==> config.mk <==
export PLATFORM = sky130hd
export DESIGN_NAME = alu_pipe_flat
export DESIGN_NICKNAME = d
export VERILOG_FILES = /design/src/rtl/alu_pkg.sv /design/src/rtl/alu_pipe_if.sv /design/src/rtl/fxp_sat.sv /design/src/rtl/alu_pipe.sv /design/src/flat_wrapper.sv
export SDC_FILE = /design/constraint.sdc
export NUM_CORES = 1
export LEC_CHECK = 0
export BUFFER_PORTS_ARGS = -buffer_cell sky130_fd_sc_hd__buf_2
export CORE_UTILIZATION = 45
export DETAILED_ROUTE_END_ITERATION = 10
export PLACE_DENSITY_LB_ADDON = 0.1
export SLEW_MARGIN = 40
export SYNTH_ARGS = -nofsm -noshare
export SYNTH_HDL_FRONTEND = slang
export SYNTH_SLANG_ARGS = --single-unit
==> constraint.sdc <==
create_clock -name CLK -period 10 [get_ports CLK]
set_input_delay 1.5 -clock CLK [delete_from_list [all_inputs] [get_ports CLK]]
set_output_delay 1.5 -clock CLK [all_outputs]
set_load 0.05 [all_outputs]
==> src/rtl/alu_pkg.sv <==
// Opcode encoding shared by the fixed-point ALU pipeline and its bus interface.
package alu_pkg;
  localparam int OP_W = 8;
  typedef logic [OP_W-1:0] op_t;

  localparam op_t OP_NOP  = 8'd0;
  localparam op_t OP_ADD  = 8'd1;
  localparam op_t OP_SUB  = 8'd2;
  localparam op_t OP_MUL  = 8'd3;
  localparam op_t OP_AND  = 8'd4;
  localparam op_t OP_OR   = 8'd5;
  localparam op_t OP_NOT  = 8'd6;
  localparam op_t OP_XOR  = 8'd7;
  localparam op_t OP_SHL  = 8'd8;
  localparam op_t OP_SHR  = 8'd9;
  localparam op_t OP_MIN  = 8'd10;
  localparam op_t OP_MAX  = 8'd11;
  localparam op_t OP_LAST = OP_MAX;
endpackage

==> src/rtl/alu_pipe_if.sv <==
// Operand/result handshake bundle between operand fetch, the ALU and writeback.
interface alu_pipe_if
  import alu_pkg::*;
#(
  parameter int W = 16
);
  logic         in_valid_in;
  logic         in_ready_out;
  op_t          INS_in;
  logic         sat_in;
  logic [W-1:0] a_in;
  logic [W-1:0] b_in;
  logic [W-1:0] c_out;
  logic         c_valid_out;
  logic         c_ready_in;
  logic         ovf_out;
  logic         err_out;
  logic         ovf_sticky_out;
  logic         clr_sticky_in;

  modport slave (
    input  in_valid_in, INS_in, sat_in, a_in, b_in, c_ready_in, clr_sticky_in,
    output in_ready_out, c_out, c_valid_out, ovf_out, err_out, ovf_sticky_out
  );

  modport master (
    output in_valid_in, INS_in, sat_in, a_in, b_in, c_ready_in, clr_sticky_in,
    input  in_ready_out, c_out, c_valid_out, ovf_out, err_out, ovf_sticky_out
  );
endinterface

==> src/rtl/fxp_sat.sv <==
// Narrows a sign-extended wide value to W bits, clamping or wrapping on overflow.
module fxp_sat #(
  parameter int IN_W = 17,
  parameter int W    = 16
) (
  input  logic [IN_W-1:0] val_i,
  input  logic            sat_i,
  output logic [W-1:0]    res_o,
  output logic            ovf_o
);
  // Value fits in W bits only if everything from the W-bit sign upward is identical.
  logic [IN_W-W:0] top;
  assign top   = val_i[IN_W-1:W-1];
  assign ovf_o = !((&top) || !(|top));

  always_comb begin
    res_o = val_i[W-1:0];
    if (ovf_o && sat_i)
      res_o = val_i[IN_W-1] ? {1'b1, {(W-1){1'b0}}} : {1'b0, {(W-1){1'b1}}};
  end
endmodule

==> src/rtl/alu_pipe.sv <==
// Two-stage fixed-point ALU: stage 1 registers operands, stage 2 computes and
// registers result/flags. Ready chains combinationally so a full pipe still streams.
module alu_pipe
  import alu_pkg::*;
#(
  parameter int W    = 16,
  parameter int FRAC = 7,
  parameter int SHW  = $clog2(W)
) (
  input logic       CLK,
  input logic       RST,
  alu_pipe_if.slave io
);
  logic         v1_q, sat1_q;
  op_t          op1_q;
  logic [W-1:0] a1_q, b1_q;
  logic         v2_q, ovf_q, err_q, sticky_q;
  logic [W-1:0] c_q;
  logic [W-1:0] c_d;
  logic         ovf_d, err_d;
  logic         rdy2;

  assign rdy2            = !v2_q || io.c_ready_in;
  assign io.in_ready_out = !v1_q || rdy2;

  always_ff @(posedge CLK or negedge RST) begin
    if (!RST) begin
      v1_q <= 1'b0; sat1_q <= 1'b0; op1_q <= '0; a1_q <= '0; b1_q <= '0;
    end else if (io.in_ready_out) begin
      v1_q <= io.in_valid_in;
      if (io.in_valid_in) begin
        op1_q  <= io.INS_in;
        sat1_q <= io.sat_in;
        a1_q   <= io.a_in;
        b1_q   <= io.b_in;
      end
    end
  end

  logic signed [W-1:0]   sa, sb;
  logic [SHW-1:0]        sh;
  logic [W:0]            addsub_w;
  logic signed [2*W-1:0] prod, prod_sh;
  logic [2*W-1:0]        shl_w;
  logic [W-1:0]          addsub_r, mul_r, shl_r;
  logic                  addsub_o, mul_o, shl_o;

  assign sa       = a1_q;
  assign sb       = b1_q;
  assign sh       = b1_q[SHW-1:0];
  assign addsub_w = (op1_q == OP_SUB) ? {sa[W-1], sa} - {sb[W-1], sb}
                                      : {sa[W-1], sa} + {sb[W-1], sb};
  assign prod     = {{W{sa[W-1]}}, sa} * {{W{sb[W-1]}}, sb};
  assign prod_sh  = prod >>> FRAC;
  // Shifting the sign-extended value keeps lost bits visible above bit W-1.
  assign shl_w    = {{W{a1_q[W-1]}}, a1_q} << sh;

  fxp_sat #(.IN_W(W+1), .W(W)) u_addsub (.val_i(addsub_w), .sat_i(sat1_q), .res_o(addsub_r), .ovf_o(addsub_o));
  fxp_sat #(.IN_W(2*W), .W(W)) u_mul    (.val_i(prod_sh),  .sat_i(sat1_q), .res_o(mul_r),    .ovf_o(mul_o));
  fxp_sat #(.IN_W(2*W), .W(W)) u_shl    (.val_i(shl_w),    .sat_i(sat1_q), .res_o(shl_r),    .ovf_o(shl_o));

  always_comb begin
    c_d   = '0;
    ovf_d = 1'b0;
    err_d = 1'b0;
    case (op1_q)
      OP_NOP:         c_d = a1_q;
      OP_ADD, OP_SUB: begin c_d = addsub_r; ovf_d = addsub_o; end
      OP_MUL:         begin c_d = mul_r;    ovf_d = mul_o;    end
      OP_AND:         c_d = a1_q & b1_q;
      OP_OR:          c_d = a1_q | b1_q;
      OP_NOT:         c_d = ~a1_q;
      OP_XOR:         c_d = a1_q ^ b1_q;
      OP_SHL:         begin c_d = shl_r;    ovf_d = shl_o;    end
      OP_SHR:         c_d = sa >>> sh;
      OP_MIN:         c_d = (sa < sb) ? a1_q : b1_q;
      OP_MAX:         c_d = (sa < sb) ? b1_q : a1_q;
      default:        err_d = 1'b1;
    endcase
  end

  // Result registers only move when stage 2 is free or handing off, so a
  // stalled result stays stable.
  always_ff @(posedge CLK or negedge RST) begin
    if (!RST) begin
      v2_q <= 1'b0; c_q <= '0; ovf_q <= 1'b0; err_q <= 1'b0;
    end else if (rdy2) begin
      v2_q <= v1_q;
      if (v1_q) begin
        c_q   <= c_d;
        ovf_q <= ovf_d;
        err_q <= err_d;
      end
    end
  end

  always_ff @(posedge CLK or negedge RST) begin
    if (!RST)                                         sticky_q <= 1'b0;
    else if (io.c_valid_out && io.c_ready_in && ovf_q) sticky_q <= 1'b1;
    else if (io.clr_sticky_in)                        sticky_q <= 1'b0;
  end

  assign io.c_out          = c_q;
  assign io.c_valid_out    = v2_q;
  assign io.ovf_out        = ovf_q;
  assign io.err_out        = err_q;
  assign io.ovf_sticky_out = sticky_q;
endmodule

==> src/flat_wrapper.sv <==
// flat-port wrapper written by rule: the top's interface ports become plain ports
module alu_pipe_flat import alu_pkg::*;
#(
  parameter int W    = 16,
  parameter int FRAC = 7,
  parameter int SHW  = $clog2(W)
)
  (CLK, RST, io_in_valid_in, io_INS_in, io_sat_in, io_a_in, io_b_in, io_c_ready_in, io_clr_sticky_in, io_in_ready_out, io_c_out, io_c_valid_out, io_ovf_out, io_err_out, io_ovf_sticky_out);
  alu_pipe_if #(.W(W)) io_i ();
  input logic CLK;
  input logic RST;
  input wire logic [$bits(io_i.in_valid_in)-1:0] io_in_valid_in;
  input wire logic [$bits(io_i.INS_in)-1:0] io_INS_in;
  input wire logic [$bits(io_i.sat_in)-1:0] io_sat_in;
  input wire logic [$bits(io_i.a_in)-1:0] io_a_in;
  input wire logic [$bits(io_i.b_in)-1:0] io_b_in;
  input wire logic [$bits(io_i.c_ready_in)-1:0] io_c_ready_in;
  input wire logic [$bits(io_i.clr_sticky_in)-1:0] io_clr_sticky_in;
  output wire logic [$bits(io_i.in_ready_out)-1:0] io_in_ready_out;
  output wire logic [$bits(io_i.c_out)-1:0] io_c_out;
  output wire logic [$bits(io_i.c_valid_out)-1:0] io_c_valid_out;
  output wire logic [$bits(io_i.ovf_out)-1:0] io_ovf_out;
  output wire logic [$bits(io_i.err_out)-1:0] io_err_out;
  output wire logic [$bits(io_i.ovf_sticky_out)-1:0] io_ovf_sticky_out;
  assign io_i.in_valid_in = io_in_valid_in;
  assign io_i.INS_in = io_INS_in;
  assign io_i.sat_in = io_sat_in;
  assign io_i.a_in = io_a_in;
  assign io_i.b_in = io_b_in;
  assign io_i.c_ready_in = io_c_ready_in;
  assign io_i.clr_sticky_in = io_clr_sticky_in;
  assign io_in_ready_out = io_i.in_ready_out;
  assign io_c_out = io_i.c_out;
  assign io_c_valid_out = io_i.c_valid_out;
  assign io_ovf_out = io_i.ovf_out;
  assign io_err_out = io_i.err_out;
  assign io_ovf_sticky_out = io_i.ovf_sticky_out;
  alu_pipe #(.W(W), .FRAC(FRAC), .SHW(SHW)) u_core (.CLK(CLK), .RST(RST), .io(io_i));
endmodule
==> results <==
- The worst setup path is of the flop to flop kind.
- Wires add up to 66.2 mm.
- At the pin with the least slew margin, the transition time is 0.881 ns.
- The worst hold path belongs to the class flop to flop.
- The critical-path maximum fanout is 36.
- Summed over all failing endpoints, the final setup total negative slack is 0 ns.
- The fraction of synthesis flops using an asynchronous set or reset pin is 100%.
- After synthesis, the largest family of logic cells by area is adder cells.
- The first global-routing pass estimated 98.4 mm of wire.
- The mapped cell area is 17400 sq um.
- Among cell families on the critical path, the largest total delay comes from adder cells.
- The total overflow left after global routing is 0.
- The starting density of the core is 46.0%.
- The number of optimization iterations in the first detailed-route pass is 6.
- The number of global-route vias before repair is 15493.
- Including well taps, the total number of placed cells is 2565.
- The number of nets produced by synthesis is 2510.
- The number of antenna violations at the first check in global routing is 1.
- The clock-pin transition on the worst setup and hold timing paths is 0.07 ns.
- Dividing the detail-routed via count by the number of cells gives 6.02.
- Yosys mapped a number of flops with a built-in enable equal to 0.
- The area fraction in and, or, nand and nor cells after synthesis is 14.1%.
- The number of endpoints with negative hold slack in the final report came to 0.
- Clock latency on the worst-skew pair, taken at its later pin, is 0.38 ns.
- The startpoint type of the worst setup path is a flop.
- From synthesis to final layout, the design area changed by 6.59%.
- The yosys synthesis warning count is 0.
- The final count of negative-setup-slack endpoints is 0.
- The headroom to the max-slew limit is 41.3%.
- The worst path in the final design needs a cycle of 8.73 ns, including I/O delays and setup.
- Of the total synthesized cell area, the portion taken by XOR and XNOR cells is 2.40%.
- The most prevalent standard cell on the critical path is fa_1.
- The fraction of final layout cells sized beyond drive strength 1 is 10.8%.
- The largest individual stage delay along the critical path comes from the cell dfrtp_2.
- After clock tree synthesis, the repair step resized 0 gates.
- The number of placed I/O pins is 67.
- The run finished with clean final reports.
- The portion of netlist area occupied by mux cells is 7.53%.
- The detailed-route via count is 15549.
- The final cycle utilization of the critical path is 87.3%.
- No sink is reached through more buffers than the 2 on the longest clock path.
- The adder-cell area share of the yosys netlist is 39.5%.
- The per-cell routed wire length is 25.6 um.
- The die is 199 um tall.
- The final max-slew violation count is 0.
- The endpoint identified for the worst register-to-register timing path is u_core.io.c_out[3].
- After synthesis, flip-flops and latches occupy 8.92% of the total area.
- The number of nets in the finished design is 2503.
- Detailed placement ended at an HPWL of 51.9 mm.
- The launching point of the worst reg2reg path is u_core.b1_q[2].
- For this run, the top clock speed supported by timing is 114 MHz.
- The origin of the worst min-delay path is u_core.io.ovf_sticky_out.
- The detail route stage leaves a number of antenna-violating nets equal to 0.
- For this run, the leading register cell type out of synthesis is dfrtp_1.
- The flip-flop and latch count after synthesis is 62.
- The cell depth of the worst flop-to-flop path is 21.
- Across the run, the number of max-cap violations was 0.
- TritonCTS built the clock tree.
- The area fraction in compound gates after synthesis is 16.6%.
- The iteration-0 DRC count of the detailed router is 1496.
- The number of levels the H-tree was split into is 3.
- The critical path goes through nand2_1 > fa_1 > inv_1 > fa_1 > fa_1 > fa_1 > fa_1 > inv_1 > fa_1 > inv_1 > ha_1 > nand3_1 > nor2_1 > o2111ai_1 > o21ai_1 > nor2_1 > o41a_1 > or4b_1 > o21ai_2 > a21boi_0 > o221ai_1.
- The delay of the slowest cell on the worst path is 0.82 ns.
- The count of buffers inserted at the top-level ports is 66.
- Synthesis produced a netlist whose cell count is 2072.
- The cell sitting at the root of the clock tree is a clkbuf_16.
- The area of the core is 37800 sq um.
- The routability congestion estimate from global placement is 1.02.
- The count of inserted antenna diode cells is 0.
- A synthesized cell averages 8.40 sq um.
- The worst endpoint required time is 10.23 ns.
- The total clock sinks is 62.
- Once the clock tree was built, the setup fixing pass inserted 0 buffers.
- After clock tree synthesis, the flow added hold-fix buffers numbering 0.
- The final routed DRC violation total is 0.
- The full die area is 39500 sq um.
- STA classifies the critical path endpoint as a flop.
- The total clock buffers created by CTS is 9.
- Data on the critical path arrives at its endpoint at 8.97 ns.
- The final setup skew is 0.0191 ns.
- The worst hold path endpoint is u_core.io.ovf_sticky_out.
- The floorplan step set the die width to 199 um.
- Counting instances, the worst hold path has a depth of 2.
- In this run the core area contains 71 standard-cell rows.
- Entering global routing, the biggest net connects 63 pins.
- The number of buffers and inverters on the critical path is 3.
- Across all register-to-register paths, the minimum setup slack is 1.27 ns.
- The number of standard cells in the final layout excluding fillers is 2581.
- Setup repair after global routing left no endpoint under its margin.
- The number of unique standard cell types used by synthesis is 89.
- The layout has 3785 filler cells.
- For this run, the total global-route usage over all layers was measured as 34.5%.
cell usage after synthesis, drive strengths merged (6+ instances only):
library cell    n  share of area [%]
a2111oi         8               0.69
a211o           7               0.35
a211oi         25                1.1
a21boi          8               0.35
a21o           22               0.95
a21oi          97                2.8
a221o          12               0.69
a221oi          6               0.30
a22oi          11               0.47
a311oi          7               0.35
a31o            6               0.30
a31oi           8               0.29
and2            7               0.25
and3           10               0.36
buf            45                1.2
clkbuf         82                1.8
clkinv          9               0.19
dfrtp          62                8.9
fa            263                 30
ha            129                9.3
inv           357                7.7
mux2           51                3.3
mux2i          48                2.8
mux4           11                1.4
nand2         212                4.6
nand2b          9               0.32
nand3          28               0.81
nand4           8               0.29
nor2          199                4.3
nor2b          12               0.43
nor3           31               0.92
o2111ai         6               0.30
o211a           7               0.40
o211ai         33                1.4
o21a            7               0.30
o21ai          69                2.0
o221ai          8               0.40
o22ai          15               0.54
o31ai           7               0.30
or3            11               0.40
or4             7               0.32
xnor2          23                1.2
xor2           17               0.86
cell families (layout without fill, tap and decap cells):
group                    after synthesis  count (layout)
AO/OA/AOI/OAI                        413             413
XOR/XNOR                              43              43
adder cells (fa/ha/maj)              392             392
buffers and inverters                493             491
flip-flops                            62              62
multiplexers                         110             110
AND/OR/NAND/NOR                      559             559
per-stage QoR:
| stage | area [sq um] | worst slack (ns) | hold WS (ns) | utilization, % |
|---|---|---|---|---|
| after floorplan | 17400 | 1.78 | 0.501 | - |
| after global placement | 18200 | 1.50 | 0.501 | 48.1 |
| after detailed placement | 18200 | 1.39 | 0.518 | 48.2 |
| after CTS | 18500 | 1.38 | 0.537 | 49.0 |
| after global routing | 18500 | 0.849 | 0.555 | 49.0 |
| final | 18500 | 1.27 | 0.528 | 49.0 |
state kept, by name, indices dropped and copies added (netlist names):
signal / count
u_core.sat1_q: 1
u_core.io.err_out: 1
u_core.io.ovf_out: 1
u_core.a1_q: 16
u_core.b1_q: 16
u_core.op1_q: 8
u_core.io.ovf_sticky_out: 1
u_core.v1_q: 1
u_core.io.c_valid_out: 1
u_core.io.c_out: 16
how the worst max path moves through the flow:
stage	start	endpoint	slack, ns	cells after the start
2_1_floorplan	u_core.b1_q[1]	u_core.io.c_out[13]	1.78	31
3_3_place_gp	u_core.a1_q[11]	u_core.io.c_out[3]	1.50	23
3_5_place_dp	u_core.b1_q[2]	u_core.io.c_out[3]	1.39	21
4_1_cts	u_core.b1_q[2]	u_core.io.c_out[3]	1.38	21
5_1_grt	u_core.b1_q[2]	u_core.io.c_out[3]	0.85	21
6_report	u_core.b1_q[2]	u_core.io.c_out[3]	1.27	21
area by class of cell:
cell class,count,area [sq um],share of cell area (%)
Multi-Input combinational cell,1517,14000,75.5
Sequential cell,62,1560,8.40
Inverter,366,1370,7.41
Timing Repair Buffer,109,666,3.59
Tap cell,511,639,3.45
Clock buffer,9,225,1.21
Clock inverter,7,80.1,0.432
layer usage:
layer	GRT usage, %	part of all wire, %
met5	0	0
met1	46.7	41
met4	18.9	5.7
met2	53.2	45
met3	4.90	8.0
cell usage in the layout (no fill, tap or decap), types with 9 or more instances in the layout:
| cell | Yosys | layout |
|---|---|---|
| a211oi_1 | 25 | 24 |
| a21o_1 | 22 | 22 |
| a21oi_1 | 97 | 96 |
| a221o_1 | 12 | 12 |
| a22oi_1 | 11 | 11 |
| and3_1 | 10 | 10 |
| buf_2 | 17 | 65 |
| buf_4 | 1 | 41 |
| clkbuf_16 | 0 | 9 |
| clkinv_1 | 9 | 9 |
| dfrtp_1 | 62 | 56 |
| fa_1 | 263 | 263 |
| ha_1 | 129 | 129 |
| inv_1 | 353 | 353 |
| mux2_2 | 49 | 49 |
| mux2i_1 | 46 | 46 |
| mux4_2 | 11 | 11 |
| nand2_1 | 212 | 211 |
| nand2b_1 | 9 | 9 |
| nand3_1 | 28 | 28 |
| nor2_1 | 199 | 199 |
| nor2b_1 | 12 | 12 |
| nor3_1 | 30 | 30 |
| o211ai_1 | 33 | 33 |
| o21ai_0 | 66 | 66 |
| o22ai_1 | 15 | 15 |
| or3_1 | 11 | 11 |
| xnor2_1 | 23 | 22 |
| xor2_1 | 17 | 17 |
worst register-to-register path, stage by stage, from the launching register on:
cell and delay, ns:
dfrtp_2 0.82, nand2_1 0.36, fa_1 0.76, inv_1 0.18, fa_1 0.54, fa_1 0.45
fa_1 0.46, fa_1 0.51, inv_1 0.05, fa_1 0.47, inv_1 0.04, ha_1 0.36
nand3_1 0.27, nor2_1 0.26, o2111ai_1 0.45, o21ai_1 0.48, nor2_1 0.09, o41a_1 0.43
or4b_1 0.52, o21ai_2 0.65, a21boi_0 0.30, o221ai_1 0.15
Power is not shown: default switching activity piles up to over one toggle a cycle in this logic, so the estimate is an artifact.
